**src/rtl/rr_req_arbiter.sv**
```systemverilog
// Round-robin arbiter granting one of N requesters at a time, with a
// MAX_HOLD-cycle limit per grant. The grant is registered and one-hot.
module rr_req_arbiter #(
  parameter int N        = 3,
  parameter int MAX_HOLD = 8,
  parameter int CW       = 4,
  parameter int IW       = 2
) (
  input  logic          clck,
  input  logic          rst,
  input  logic [N-1:0]  req,
  output logic [N-1:0]  grant,
  output logic [IW-1:0] grant_id,
  output logic          busy,
  output logic          preempt
);

  typedef enum logic {IDLE, GRANT} state_t;

  state_t        r_state, w_state_n;
  logic [IW-1:0] r_gid, w_gid_n;
  logic [IW-1:0] r_ptr, w_ptr_n;
  logic [CW-1:0] r_hold, w_hold_n;
  logic [N-1:0]  r_grant;
  logic          r_preempt, w_preempt_n;

  logic [N-1:0]  w_gmask;
  logic [N-1:0]  w_others;
  logic [IW-1:0] w_ptr_inc;

  // First requester at or after ptr (circularly) that is also set in mask.
  function automatic logic [IW-1:0] f_sel(input logic [IW-1:0] ptr,
                                          input logic [N-1:0]  mask,
                                          input logic [N-1:0]  rq);
    logic        found;
    int unsigned idx;
    f_sel = '0;
    found = 1'b0;
    for (int unsigned k = 0; k < N; k++) begin
      idx = (int'(ptr) + k) % N;
      if (!found && rq[idx] && mask[idx]) begin
        f_sel = IW'(idx);
        found = 1'b1;
      end
    end
  endfunction

  assign w_gmask   = N'(1) << r_gid;
  assign w_others  = req & ~w_gmask;
  assign w_ptr_inc = (r_gid == IW'(N - 1)) ? '0 : r_gid + 1'b1;

  always_comb begin
    w_state_n   = r_state;
    w_gid_n     = r_gid;
    w_ptr_n     = r_ptr;
    w_hold_n    = r_hold;
    w_preempt_n = 1'b0;
    case (r_state)
      IDLE: begin
        if (|req) begin
          w_state_n = GRANT;
          w_gid_n   = f_sel(r_ptr, '1, req);
          w_hold_n  = '0;
        end
      end
      GRANT: begin
        // Release takes precedence over timeout, so it never raises preempt.
        if (!req[r_gid]) begin
          w_ptr_n  = w_ptr_inc;
          w_hold_n = '0;
          if (|w_others) begin
            w_gid_n = f_sel(w_ptr_inc, ~w_gmask, req);
          end else begin
            w_state_n = IDLE;
          end
        end else if (r_hold == CW'(MAX_HOLD - 1)) begin
          w_ptr_n  = w_ptr_inc;
          w_hold_n = '0;
          if (|w_others) begin
            w_gid_n     = f_sel(w_ptr_inc, ~w_gmask, req);
            w_preempt_n = 1'b1;
          end
        end else begin
          w_hold_n = r_hold + 1'b1;
        end
      end
      default: w_state_n = IDLE;
    endcase
  end

  always_ff @(posedge clck or negedge rst) begin
    if (!rst) begin
      r_state   <= IDLE;
      r_gid     <= '0;
      r_ptr     <= '0;
      r_hold    <= '0;
      r_grant   <= '0;
      r_preempt <= 1'b0;
    end else begin
      r_state   <= w_state_n;
      r_gid     <= w_gid_n;
      r_ptr     <= w_ptr_n;
      r_hold    <= w_hold_n;
      r_grant   <= (w_state_n == GRANT) ? (N'(1) << w_gid_n) : '0;
      r_preempt <= w_preempt_n;
    end
  end

  assign grant    = r_grant;
  assign grant_id = r_gid;
  assign busy     = |r_grant;
  assign preempt  = r_preempt;

endmodule
```
**config.mk**
```make
export PLATFORM = sky130hd
export DESIGN_NAME = rr_req_arbiter
export DESIGN_NICKNAME = d
export VERILOG_FILES = /design/src/rtl/rr_req_arbiter.sv
export SDC_FILE = /design/constraint.sdc
export NUM_CORES = 1
export LEC_CHECK = 0
export BUFFER_PORTS_ARGS = -buffer_cell sky130_fd_sc_hd__clkbuf_2
export CAP_MARGIN = 20
export CORE_MARGIN = 2
export CORE_UTILIZATION = 45
export CTS_CLUSTER_DIAMETER = 50
export DETAILED_ROUTE_END_ITERATION = 10
export GPL_TIMING_DRIVEN = 1
export PLACE_DENSITY_LB_ADDON = 0.05
export SYNTH_ARGS = -nofsm -noshare
export SYNTH_HDL_FRONTEND = slang
export SYNTH_SLANG_ARGS = --single-unit
```
**constraint.sdc**
```tcl
create_clock -name clck -period 2 [get_ports clck]
set_clock_uncertainty 0.15 [all_clocks]
set_input_delay 0.1 -clock clck [delete_from_list [all_inputs] [get_ports clck]]
set_output_delay 0.1 -clock clck [all_outputs]
set_load 0.02 [all_outputs]
```
# Yosys cells after proc, flatten, opt, wreduce, memory -nomap -nowiden
# Cells that the tools add are included.
# totals
regBits,13
romBits,0
elab_cells,135
latchBits,0
n_memories,0
ramBits,0
out_inout_bits,7
inputBits,5
# classes
n_mul,0
muxes,77
div_mod_pow,6
eq_ne,4
bitwise_logic,3
add_sub_neg,6
reduce_logical,24
shift,2
n_lt_le_gt_ge,7
# op_table
operator,count
32-bit by 3-bit < comparator with 1-bit output (second input constant),6
32-bit by 2-bit modulo with 32-bit output (second input constant),4
2-bit by 2-bit modulo with 32-bit output (second input constant),2
1-bit two-way mux,41
2-bit two-way mux,16
1-bit binary-select mux with 2-bit select,13
1-bit logical AND,14
4-bit two-way mux,3
3-bit OR reduction,3
4-bit case mux with 2 select lines,1
2-bit by 1-bit adder with 3-bit output (second input constant),2
2-bit by 2-bit adder with 3-bit output (second input constant),2
1-bit zero test,6
1-bit by 2-bit << shifter with 3-bit output (first input constant),2
4-bit by 1-bit adder with 4-bit output (second input constant),1
4-bit by 3-bit equality test with 1-bit output (second input constant),1
2-bit case mux with 2 select lines,1
3-bit AND,1
2-bit by 3-bit < comparator with 1-bit output (second input constant),1
3-bit two-way mux,1
3-bit NOT,1
2-bit by 1-bit adder with 2-bit output (second input constant),1
2-bit equality test (second input constant),1
2-bit by 1-bit != test with 1-bit output (second input constant),1
other kinds (4),4

# Longest topological paths before layout
# logic_depth
depth_word,29
mapped_depth,8
depth_no_buf,7

# Least setup slack after synthesis
# Ideal clock, no wire load.
# synth_timing
path_kind,register -> register
start,register r_ptr[1]
end,register r_grant[0] (netlist: grant[0])
path_slack_ns,0.098
path_stages_with_launch,8
setup_ns,0.124
required_ns,1.726
period_less_slack_ns,1.902
arrival_ns,1.628
n_path_buf,0
path_cell_list,dfrtp_1 inv_1 ha_1 mux2_2 nor4bb_1 a311oi_1 o22a_2 a21boi_2
# synth_between
elab_chain_len,21
word_cells_on_any_way,37
cone_classes,2 x add/sub; 3 x div; 1 x shift; 24 x mux; 7 x reduce/logical
# synth_rtl
element,line,text
start: declaration,22,"logic [IW-1:0] r_ptr, w_ptr_n;"
start signal: assignment,102,r_ptr <= w_ptr_n;
branches (longest 16 deep; another with 32-bit by 2-bit modulo with 32-bit output),-,
2-bit two-way mux *,41,if (!found && rq[idx] && mask[idx]) begin
2-bit two-way mux *,60,if (|req) begin
2-bit case mux with 2 select lines *,58,case (r_state)
1-bit by 2-bit << shifter with 3-bit output *,104,r_grant <= (w_state_n == GRANT) ? (N'(1) << w_gid_n) : '0;
3-bit two-way mux *,104,
end signal: assignment,104,
end: declaration,24,logic [N-1:0] r_grant;
# Every way passes the cells marked *. The select of a mux whose other input is x is not followed.
# A chain may end at the register's enable or synchronous reset.

# Worst setup path after layout
# layout_timing
start,register r_ptr[1]
end,register r_grant[2] (netlist: grant[2])
# Same word-level chain as after synthesis.

==> flow_metrics.tcl <==
set metrics [dict create \
    power_frac_comb_pct 66.1 \
    final_common_cell "buf_4" \
    insertion_delay_ps 270 \
    worst_setup_path_start_kind "flip-flop" \
    r2r-end "grant[2]" \
    grt_max_degree 16 \
    crit_start "r_ptr[1]" \
    yosysSeqAreaShare_pct 30.5 \
    multi_input_area_um2 767 \
    crit_path_end "grant[2]" \
    num_vias 951 \
    synth-main-ff-cell "dfrtp_1" \
    finalSetupTns_ps -0.0868 \
    r2r_setup_slack_ps -0.09 \
    worstReg2RegStart "r_ptr[1]" \
    leakage_nw 0.636 \
    syn_inst 115 \
    critPathSlowestCell "dfrtp_1" \
    core_area_um2 2230 \
    first_iter_violations 15 \
    via_per_inst 5.63 \
    portBuffers 11 \
    synth.area.top_cells "dfrtp_1, ha_1, mux2i_1, a21oi_1, and3b_1" \
    pwr-share-clk_pct 8.8 \
    period_minus_slack_ps 2000 \
    antenna_found_initial 0 \
    relSlewSlack_pct 69.4 \
    netlist-cell-type-count 47 \
    crit_buf_inv 1 \
    yosys.area.top_type "dfrtp_1" \
    r2r_cells 7 \
    diodes 0 \
    ant_nets 0 \
    hold-worst-slack_ps 107 \
    final_layout_size_suffix_gt1_share_pct 41.8 \
    dp_hpwl_mm 1.74 \
    dpl_cell_area_um2 1210 \
    critPathKind "flip-flop to flip-flop" \
    grt_pass1_wl_mm 3.95 \
    ys_seq_elements 13 \
    hold_class "input port to asynchronous set/reset pin" \
    n_fill_cell 209 \
    cts_sinks 13 \
    peakVddDrop_mv 0.734 \
    route.detailed.drc 0 \
    wl_met1_mm 1.20 \
    grt-ovfl-total 0 \
    clockBufferDepth 2 \
    rsz0062_at_grt "yes" \
    path_delay_family "simple AND/OR/NAND/NOR gates" \
    cts-htree-levels 1 \
    syn-num-nets 124 \
    mostFrequentLayoutCells "buf_4, dfrtp_1, clkbuf_2, nand2_1, a21oi_1" \
    synth.avg_cell_area_um2 9.28 \
    die_w_um 52.7 \
    drt-pass1-iter-count 4 \
    initial_core_util_pct 47.8 \
    die_h_um 52.7 \
    p_switching_uw 773 \
    clock.fmax_mhz 500 \
    place.gp.congestion 0.859 \
    pwr_density_cell_nw_per_um2 1320 \
    hold_violations 0 \
    cts_tree "done" \
    ff_latch_area_um2 327 \
    root_buffer "clkbuf_4" \
    crit_chain "buf_6 -> ha_4 -> mux2i_1 -> or2_4 -> a2111oi_4 -> and2_4 -> nor4_2" \
    arrival_ps 2000 \
    synth_top_cell_area_share_pct 30.5 \
    dr.max_layer_used "met3" \
    die_area_um2 2780 \
    worstMarginPinSlew_ps 459 \
    slew_violations 0 \
    synth-edff-count 0 \
    seqPwrFrac_pct 25.1 \
    syn_area_um2 1070 \
    failed_checks "setup timing" \
    yosys_warnings 0 \
    endpoint_kind "flip-flop" \
    grt_use_total_pct 19.5 \
    rows 17 \
    cp.required_ps 2000 \
    finalSetupViolCount 1 \
    min_period_over_period_pct 100 \
    run_status "complete, but fails checks" \
    area_growth_pct 28.4 \
    design_area_um2 1370 \
    clk_pin_slew_ps 80 \
    drv_cap 0 \
    cts_buffers 3 \
    internal_power_mw 1.04 \
    max_stage_delay_ps 410 \
    swShare_pct 42.6 \
    grt_pass1_vias 820 \
    pin_count 12 \
    wl_met3_um 82 \
    met2WireLength_mm 1.21 \
    drt_wl_total_mm 2.49 \
    layout.nets 151 \
    async_flop_share_pct 100 \
    routedWlPerCell_um 14.8 \
    critical_path_cell_count 7 \
    setup_slack_ps -0.0868 \
    crit_path_max_fanout 4 \
]
per-stage QoR:
stage               instances  power (mW)  worst slack (ps)  utilization (%)
global placement          161        1.41             -52.5             54.3
detailed placement        161        1.42             -58.7             54.3
CTS                       166        1.67             -15.9             57.9
finish                    169        1.81           -0.0868             61.3
global route              169        1.95              -137             61.3
floorplan                 115        1.09              97.6                -
how the worst min path moves through the flow:
| stage | cells past startpoint | to |
|---|---|---|
| 3_3_place_gp | 1 | grant_id[1] |
| 6_report | 2 | grant_id[0] |
| 4_1_cts | 2 | r_ptr[0] |
| 2_1_floorplan | 0 | grant[0] |
| 5_1_grt | 2 | r_ptr[1] |
| 3_5_place_dp | 1 | grant_id[1] |
timing repair:
item,in CTS,in global routing
gates cloned,0,0
hold buffers,1,0
gates resized for setup,11,12
pin swaps,3,3
endpoints found under the hold margin,13,0
setup endpoints to repair,5,5
setup buffers,0,3
power groups by stage:
| stage | clock network [mW] | registers (mW) | logic [mW] |
|---|---|---|---|
| after global routing | 0.179 | 0.472 | 1.30 |
| after floorplan | 0 | 0.476 | 0.612 |
| final | 0.159 | 0.456 | 1.20 |
| after detailed placement | 0 | 0.444 | 0.979 |
| after global placement | 0 | 0.443 | 0.967 |
| after CTS | 0.168 | 0.444 | 1.06 |
worst reg2reg max path, cell delays in order (launching register included):
cell and delay, ps:
dfrtp_1 410, buf_6 130, ha_4 160, mux2i_1 110, or2_4 260, a2111oi_4 400
and2_4 210, nor4_2 40
flip-flops by register name (all words and copies together) (netlist names):
register	count
r_hold	4
grant	3
grant_id	2
r_ptr	2
preempt	1
r_state	1
cell usage after synthesis (2+ instances only):
| library cell | number |
|---|---|
| dfrtp_1 | 13 |
| nand2_1 | 9 |
| a21oi_1 | 8 |
| o21ai_0 | 6 |
| inv_1 | 5 |
| mux2i_1 | 5 |
| nor2_1 | 5 |
| and3b_1 | 4 |
| ha_1 | 4 |
| nand2b_1 | 4 |
| nor2b_1 | 4 |
| buf_2 | 3 |
| nor3_1 | 3 |
| or2_0 | 3 |
| a211oi_1 | 2 |
| a311oi_1 | 2 |
| and2_1 | 2 |
| buf_6 | 2 |
| mux2_2 | 2 |
| nand3_1 | 2 |
final cells by class:
cell class | instances | share of cell area [%]
Timing Repair Buffer | 29 | 14.3
Sequential cell | 13 | 23.8
Tap cell | 28 | 2.56
Inverter | 5 | 1.37
Multi-Input combinational cell | 90 | 56.0
Clock buffer | 4 | 1.92
metal layers:
metal / up-vias / track usage (%)
li1: 470 / -
met2: 23 / 27.7
met3: 0 / 5.14
met5: - / 0
met4: 0 / 2.56
met1: 458 / 29.8
cell families after synthesis:
family                   count (synthesis)  share of synthesized area [%]
AND/OR/NAND/NOR                         46                           27.2
AO/OA/AOI/OAI                           31                           22.5
flip-flops                              13                           30.5
buffers and inverters                   12                           6.33
multiplexers                             7                           6.80
adder cells (fa/ha/maj)                  6                           6.68
Power figures use the tool's default switching activity.
